### src/rtl/sprite_fetch_sequencer.sv
// sprite_fetch_sequencer: takes one draw request at a time, looks up the sprite
// descriptor, then issues one source read per sprite pixel in row-major order,
// each tagged with its destination screen coordinate.
// Optional feature: define SPRITE_CLIP_EN to skip pixels that fall outside the
// SCREEN_W x SCREEN_H visible area.
module sprite_fetch_sequencer #(
  parameter int ADDR_W      = 25,
  parameter int DIM_W       = 10,
  parameter int ID_W        = 6,
  parameter int NUM_SPRITES = 13,
  parameter int SCREEN_W    = 640,
  parameter int SCREEN_H    = 480
) (
  input  logic                      Clk,
  input  logic                      Reset_n,
  input  logic                      req_valid,
  output logic                      req_ready,
  input  logic [ID_W-1:0]           req_id,
  input  logic [DIM_W-1:0]          req_x,
  input  logic [DIM_W-1:0]          req_y,
  output logic [ID_W-1:0]           tbl_id,
  input  logic [ADDR_W+2*DIM_W-1:0] tbl_data,
  output logic                      mem_valid,
  input  logic                      mem_ready,
  output logic [ADDR_W-1:0]         mem_addr,
  output logic [DIM_W-1:0]          mem_x,
  output logic [DIM_W-1:0]          mem_y,
  output logic                      mem_last,
  output logic                      busy,
  output logic                      done
);

  typedef enum logic [2:0] {S_IDLE, S_LOOKUP, S_LATCH, S_RUN, S_DONE} state_t;

  localparam logic [ID_W:0] NUM_ID = (ID_W+1)'(NUM_SPRITES);

  state_t              state_q, state_d;
  logic [ID_W-1:0]     id_q, id_d;
  logic [DIM_W-1:0]    x_q, x_d, y_q, y_d;
  logic [DIM_W-1:0]    width_q, width_d, height_q, height_d;
  logic [DIM_W-1:0]    col_q, col_d, row_q, row_d;
  logic [ADDR_W-1:0]   addr_q, addr_d;

  logic [ADDR_W-1:0]   tbl_base;
  logic [DIM_W-1:0]    tbl_w, tbl_h;
  logic                col_end, row_end;
  logic                pix_vis, pix_last;
  logic                beat_acc, empty;

  assign tbl_base = tbl_data[ADDR_W+2*DIM_W-1 -: ADDR_W];
  assign tbl_w    = tbl_data[2*DIM_W-1 -: DIM_W];
  assign tbl_h    = tbl_data[DIM_W-1:0];

  assign col_end  = (col_q == width_q - DIM_W'(1));
  assign row_end  = (row_q == height_q - DIM_W'(1));
  assign empty    = ({1'b0, id_q} >= NUM_ID) || (tbl_w == '0) || (tbl_h == '0);

`ifdef SPRITE_CLIP_EN
  localparam logic [DIM_W:0] SCR_W = (DIM_W+1)'(SCREEN_W);
  localparam logic [DIM_W:0] SCR_H = (DIM_W+1)'(SCREEN_H);
  logic [DIM_W:0] ux, uy;

  // Visibility uses the unwrapped sum; the last visible beat is the one whose
  // right and lower neighbours are either past the sprite or off screen.
  always_comb begin
    ux       = {1'b0, x_q} + {1'b0, col_q};
    uy       = {1'b0, y_q} + {1'b0, row_q};
    pix_vis  = (ux < SCR_W) && (uy < SCR_H);
    pix_last = pix_vis
             && (col_end || ((ux + (DIM_W+1)'(1)) >= SCR_W))
             && (row_end || ((uy + (DIM_W+1)'(1)) >= SCR_H));
  end
`else
  // Without clipping every pixel is issued and the final pixel is the last beat.
  always_comb begin
    pix_vis  = 1'b1;
    pix_last = col_end && row_end;
  end
`endif

  assign req_ready = (state_q == S_IDLE) && Reset_n;
  assign busy      = (state_q != S_IDLE);
  assign done      = (state_q == S_DONE);
  assign tbl_id    = id_q;
  assign mem_valid = (state_q == S_RUN) && pix_vis;
  assign mem_last  = (state_q == S_RUN) && pix_last;
  assign mem_addr  = addr_q;
  assign mem_x     = x_q + col_q;
  assign mem_y     = y_q + row_q;
  assign beat_acc  = mem_valid && mem_ready;

  // Next-state and datapath update; registers only move on acceptance or skip,
  // which keeps beat fields stable during back-pressure.
  always_comb begin
    state_d  = state_q;
    id_d     = id_q;
    x_d      = x_q;
    y_d      = y_q;
    width_d  = width_q;
    height_d = height_q;
    col_d    = col_q;
    row_d    = row_q;
    addr_d   = addr_q;
    case (state_q)
      S_IDLE: begin
        if (req_valid && req_ready) begin
          id_d    = req_id;
          x_d     = req_x;
          y_d     = req_y;
          state_d = S_LOOKUP;
        end
      end
      S_LOOKUP: state_d = S_LATCH;
      S_LATCH: begin
        width_d  = tbl_w;
        height_d = tbl_h;
        if (empty) begin
          state_d = S_DONE;
        end else begin
          col_d   = '0;
          row_d   = '0;
          addr_d  = tbl_base;
          state_d = S_RUN;
        end
      end
      S_RUN: begin
        if (beat_acc || !pix_vis) begin
          addr_d = addr_q + ADDR_W'(1);
          if (col_end) begin
            col_d = '0;
            row_d = row_q + DIM_W'(1);
          end else begin
            col_d = col_q + DIM_W'(1);
          end
          if ((beat_acc && pix_last) || (!pix_vis && col_end && row_end)) begin
            state_d = S_DONE;
          end
        end
      end
      S_DONE:  state_d = S_IDLE;
      default: state_d = S_IDLE;
    endcase
  end

  // State and datapath registers; reset clears everything that drives outputs.
  always_ff @(posedge Clk or negedge Reset_n) begin
    if (!Reset_n) begin
      state_q  <= S_IDLE;
      id_q     <= '0;
      x_q      <= '0;
      y_q      <= '0;
      width_q  <= '0;
      height_q <= '0;
      col_q    <= '0;
      row_q    <= '0;
      addr_q   <= '0;
    end else begin
      state_q  <= state_d;
      id_q     <= id_d;
      x_q      <= x_d;
      y_q      <= y_d;
      width_q  <= width_d;
      height_q <= height_d;
      col_q    <= col_d;
      row_q    <= row_d;
      addr_q   <= addr_d;
    end
  end

endmodule

### config.mk
export PLATFORM = sky130hd
export DESIGN_NAME = sprite_fetch_sequencer
export DESIGN_NICKNAME = d
export VERILOG_FILES = /design/src/rtl/sprite_fetch_sequencer.sv
export SDC_FILE = /design/constraint.sdc
export NUM_CORES = 1
export LEC_CHECK = 0
export ABC_AREA = 1
export CAP_MARGIN = 20
export CORE_ASPECT_RATIO = 1.4
export CORE_MARGIN = 3
export CORE_UTILIZATION = 56
export DETAILED_ROUTE_END_ITERATION = 8
export HOLD_SLACK_MARGIN = 0.1
export PLACE_DENSITY = 0.94
export SKIP_CTS_REPAIR_TIMING = 1
export SYNTH_ARGS = -nofsm -noshare
export SYNTH_HDL_FRONTEND = slang
export SYNTH_SLANG_ARGS = --single-unit
### constraint.sdc
create_clock -name Clk -period 5.4 [get_ports Clk]
set_clock_uncertainty 0.05 [all_clocks]
set_input_delay 0.81 -clock Clk [delete_from_list [all_inputs] [get_ports Clk]]
set_output_delay 0.81 -clock Clk [all_outputs]
set_load 0.02 [all_outputs]
# Word level (Yosys, flattened, before mapping)
# Index checks and enable logic that the tools add are counted.
dict set report classes {
  magnitude_cmp 1
  add_sub_neg 7
  eq_ne 11
  n_mux 15
  n_reduce_logical 17
}
# operator n
set ops {}
lappend ops {{10-bit two-way mux} 5}
lappend ops {{25-bit two-way mux} 2}
lappend ops {{25-bit case mux with 2 select lines} 1}
lappend ops {{10-bit case mux with 2 select lines} 2}
lappend ops {{25-bit by 1-bit adder with 25-bit output, second input constant} 1}
lappend ops {{10-bit by 1-bit adder with 10-bit output, second input constant} 2}
lappend ops {{10-bit adder} 2}
lappend ops {{10-bit == test} 2}
lappend ops {{10-bit zero test} 2}
lappend ops {{10-bit by 1-bit subtractor with 10-bit output, second input constant} 2}
lappend ops {{3-bit two-way mux} 4}
lappend ops {{3-bit case mux with 4 select lines} 1}
lappend ops {{2-bit by 1-bit inequality test with 1-bit output, second input constant} 4}
lappend ops {{3-bit by 2-bit == test with 1-bit output, second input constant} 2}
lappend ops {{6-bit by 4-bit >= comparator with 1-bit output, second input constant} 1}
lappend ops {{1-bit logical AND} 6}
lappend ops {{3-bit AND reduction} 2}
lappend ops {{4-bit AND reduction} 1}
lappend ops {{3-bit by 1-bit == test with 1-bit output, second input constant} 1}
lappend ops {{3-bit == test, second input constant} 1}
lappend ops {{3-bit zero test} 1}
lappend ops {{3-bit nonzero test} 1}
lappend ops {{1-bit logical OR} 2}
lappend ops {{2-bit inequality test, second input constant} 1}
lappend ops {{other kinds (2)} 2}
dict set report word_totals {
  in_bits 75
  ff_bits 94
}

# Depth between registers and ports, before layout
dict set report logic_depth {
  word_depth 7
  mapped_depth 16
}

# Worst setup path before layout
# No wires, ideal clock.
dict set report synth_path {
  path_kind {register to output}
  from {register row_q[0]}
  to {output mem_y[8]}
  required_ns 4.540
  setup_slack_ns 2.428
  path_stages_with_launch 13
  arrival_time_ns 2.112
  cell_sequence {dfrtp_1 ha_1 inv_1 fa_1 o21ai_0 nand2_1 nand2_1 nand2_1 nand2_1 nand2_1 nand2_1 a21oi_1 xnor2_1}
}
dict set report synth_between {
  elab_chain_cells 1
}
# element line
set synth_rtl {}
lappend synth_rtl {{start: declaration} 41} ;# logic [DIM_W-1:0] col_q, col_d, row_q, row_d;
lappend synth_rtl {{start signal: assignment} 165} ;# row_q <= row_d;
lappend synth_rtl {{10-bit adder} 89} ;# assign mem_y = y_q + row_q;
lappend synth_rtl {{end: declaration} 27} ;# output logic [DIM_W-1:0] mem_y,
# No other way between the ends.

# Worst setup path in the final report
# Same ends and word-level chain as after synthesis.

==> reports/qor.yml <==
status: "finished clean"
r2r_slack_ns: 2.54
clockRootBuffer: "clkbuf_16"
relSlewSlack: 0.392
maxCapViolCount: 0
arrival_ns: 3.08
die_area_um2: 12700
endpoint_kind: "output pin"
tns_ns: 0
netlist_area_um2: 6370
critPathLaunch: "row_q[0]"
p_per_area_nw_per_um2: 524
cts_tree: "built"
gp_congestion: 0.925
grt_pass1_vias: 6258
setup.worst_path.end: "mem_y[8]"
synth_cell_type_count: 40
reg2reg_to: "mem_addr[9]"
wirelength_um: 17100
rsz0062_at_grt: "false"
clock_latency_ns: 0.34
die_w_um: 96.1
post-route-min-period_ns: 3.94
crit_path_start_kind: "flip-flop"
gr-usage-all-layers: 0.277
start_util: 0.580
io_buffers: 130
antenna_found_initial: 0
htree_levels: 3
slew_viol_final: 0
route.antenna.remaining_nets: 0
synth.ff_latch_count: 94
clock-sinks: 94
ys_seq_area_frac: 0.369
path_class: "reg -> out"
cp_max_fo: 7
leakage_nw: 3.80
setup_violations: 0
finalHoldViolations: 0
crit_required_ns: 4.54
ys_warn_count: 0
drt-initial-drc-count: 377
wl_per_cell_um: 14.5
r2r_cells: 9
slowest_stage: "clkdlybuf4s50_1"
critPathMaxStageDelay_ns: 0.62
clkSlewWorstSetupHoldPaths_ns: 0.06
layout-drive-gt1-share: 0.0491
cp_common_cell: "nand2_1"
design_area_um2: 8030
num_rows: 45
dpl_cell_area_um2: 7760
period_share: 0.729
die_h_um: 132
viasPerCell: 5.38
clock_path_buffers: 2
vias: 6351
grt_max_degree: 71
cts_buffers: 9
hold_path.class: "in -> async"
avgSynthCellArea_um2: 6.95
dp_hpwl_um: 12700
cp_cell_sequence: "ha_1, inv_1, fa_1, o21ai_0, nand2_1, nand2_1, nand2_1, nand2_1, nand2_1, nand2_1, a21oi_1, xnor2_1, clkdlybuf4s50_1"
max_freq_ghz: 0.254
worst_slew_pin_slew_ns: 0.909
grt_overflow: 0
postSynthCellCount: 916
vdd_drop_max_v: 0.000297
syn_nets: 1016
grt_pass1_wl_um: 27900
nNetsFinal: 1136
ios: 131
core_area_um2: 11000
drc_errors: 0
r2r_start: "state_q[2]"
diodes: 0
syn2layout_area_growth_pct: 26.1
first_pass_iters: 6
## routing by layer
layer | GRT usage | vias up | routed length, um
met4 | 0.131 | 0 | 656
met5 | 0 | - | 0
li1 | - | 3149 | -
met3 | 0.0645 | 49 | 1280
met1 | 0.320 | 2915 | 6720
met2 | 0.471 | 238 | 8420
## report_power, final
| part | switching, mW | leakage [nW] | internal (mW) |
|---|---|---|---|
| Clock | 0.252 | 0.132 | 0.354 |
| Combinational | 1.39 | 2.49 | 0.925 |
| Sequential | 0.301 | 1.19 | 0.986 |
| Total | 1.95 | 3.80 | 2.26 |
## synth_stat cells
| library cell | instances | area share |
|---|---|---|
| o21ai_2 | 5 | 0.0069 |
| inv_1 | 80 | 0.047 |
| nor3_4 | 1 | 0.0026 |
| a21oi_1 | 14 | 0.011 |
| o21ai_1 | 5 | 0.0039 |
| ha_1 | 23 | 0.045 |
| clkinv_1 | 2 | 0.0012 |
| nor4_1 | 6 | 0.0059 |
| buf_6 | 1 | 0.0018 |
| xor2_1 | 31 | 0.043 |
| o31ai_1 | 2 | 0.0024 |
| nand2_2 | 3 | 0.0029 |
| dfrtp_1 | 94 | 0.37 |
| fa_1 | 2 | 0.0063 |
| or2_0 | 2 | 0.0020 |
| and2_1 | 1 | 0.00098 |
| nand2_1 | 331 | 0.20 |
| nor2_1 | 92 | 0.054 |
| nor2_2 | 9 | 0.0088 |
| o22ai_1 | 3 | 0.0029 |
| nand3b_1 | 3 | 0.0035 |
| nand3_1 | 45 | 0.035 |
| or2_2 | 1 | 0.00098 |
| nor3_1 | 17 | 0.013 |
| nor3b_1 | 1 | 0.0012 |
| clkbuf_1 | 12 | 0.0071 |
| inv_2 | 10 | 0.0059 |
| a31oi_1 | 2 | 0.0020 |
| buf_2 | 9 | 0.0071 |
| buf_1 | 1 | 0.00059 |
| clkinv_2 | 1 | 0.00078 |
| buf_4 | 2 | 0.0024 |
| o21ai_0 | 54 | 0.042 |
| o211ai_1 | 7 | 0.0082 |
| nand2_4 | 2 | 0.0035 |
| a22oi_1 | 5 | 0.0059 |
| nand4_1 | 12 | 0.012 |
| nand3_2 | 1 | 0.0016 |
| nor2_4 | 1 | 0.0018 |
| xnor2_1 | 23 | 0.032 |
## cells by family after synthesis
| group | Yosys count | synth area share |
|---|---|---|
| AND/OR/NAND/NOR | 528 | 0.346 |
| AO/OA/AOI/OAI | 97 | 0.0856 |
| XOR/XNOR | 54 | 0.0742 |
| buffers and inverters | 118 | 0.0739 |
| adder cells (fa/ha/maj) | 25 | 0.0515 |
| flip-flops | 94 | 0.369 |
## state kept, by name, summed over array words and instances, names as in the netlist
register / flops
col_q: 10
height_q: 10
mem_addr: 25
row_q: 10
state_q: 3
tbl_id: 6
width_q: 10
x_q: 10
y_q: 10
## critical path: cells and delay by family, from the launching register on
kind                       cells  cell delay, ns
buffers and inverters          2            0.69
adders and majority gates      2            0.64
DFF                            1            0.48
and+or+nand+nor                6            0.41
AOI/OAI and AO/OA              2            0.36
xor gates and xnor gates       1            0.15
## worst min path at each step
| stage | slack, ns | cells past startpoint | start | to |
|---|---|---|---|---|
| floorplan | 0.41 | 2 | x_q[0] | x_q[0] |
| global placement | 0.42 | 2 | y_q[0] | y_q[0] |
| detailed placement | 0.43 | 2 | y_q[6] | y_q[6] |
| CTS | 0.33 | 1 | Reset_n | x_q[7] |
| global route | 0.35 | 1 | Reset_n | x_q[7] |
| finish | 0.32 | 1 | Reset_n | x_q[7] |
## metrics by stage
step                instances  setup WS, ns  power, mW  hold slack [ns]  utilization
global route             1180          1.17       4.53            0.347        0.732
finish                   1180          1.46       4.21            0.323        0.732
floorplan                 916          2.43       2.76            0.405            -
CTS                      1180          1.43       4.22            0.327        0.732
global placement         1166          1.87       3.52            0.419        0.707
detailed placement       1166          1.80       3.59            0.425        0.707
## cells in the final DEF, fill, tap and decap left out, types with 6 or more instances in the layout
| cell type | netlist | layout |
|---|---|---|
| a21oi_1 | 14 | 14 |
| clkbuf_16 | 0 | 9 |
| clkdlybuf4s50_1 | 0 | 129 |
| dfrtp_1 | 94 | 94 |
| ha_1 | 23 | 23 |
| inv_1 | 80 | 80 |
| inv_2 | 10 | 10 |
| nand2_1 | 331 | 331 |
| nand3_1 | 45 | 45 |
| nand4_1 | 12 | 12 |
| nor2_1 | 92 | 91 |
| nor2_2 | 9 | 9 |
| nor3_1 | 17 | 17 |
| nor4_1 | 6 | 6 |
| o211ai_1 | 7 | 7 |
| o21ai_0 | 54 | 54 |
| xnor2_1 | 23 | 23 |
| xor2_1 | 31 | 31 |
## layout make-up
class | instances | area [um2]
Fill cell | 857 | 2950
Inverter | 93 | 350
Timing Repair Buffer | 134 | 1330
Clock inverter | 2 | 35.0
Tap cell | 141 | 176
Clock buffer | 12 | 236
Multi-Input combinational cell | 704 | 3550
Sequential cell | 94 | 2350
(Power assumes the default switching activity.)
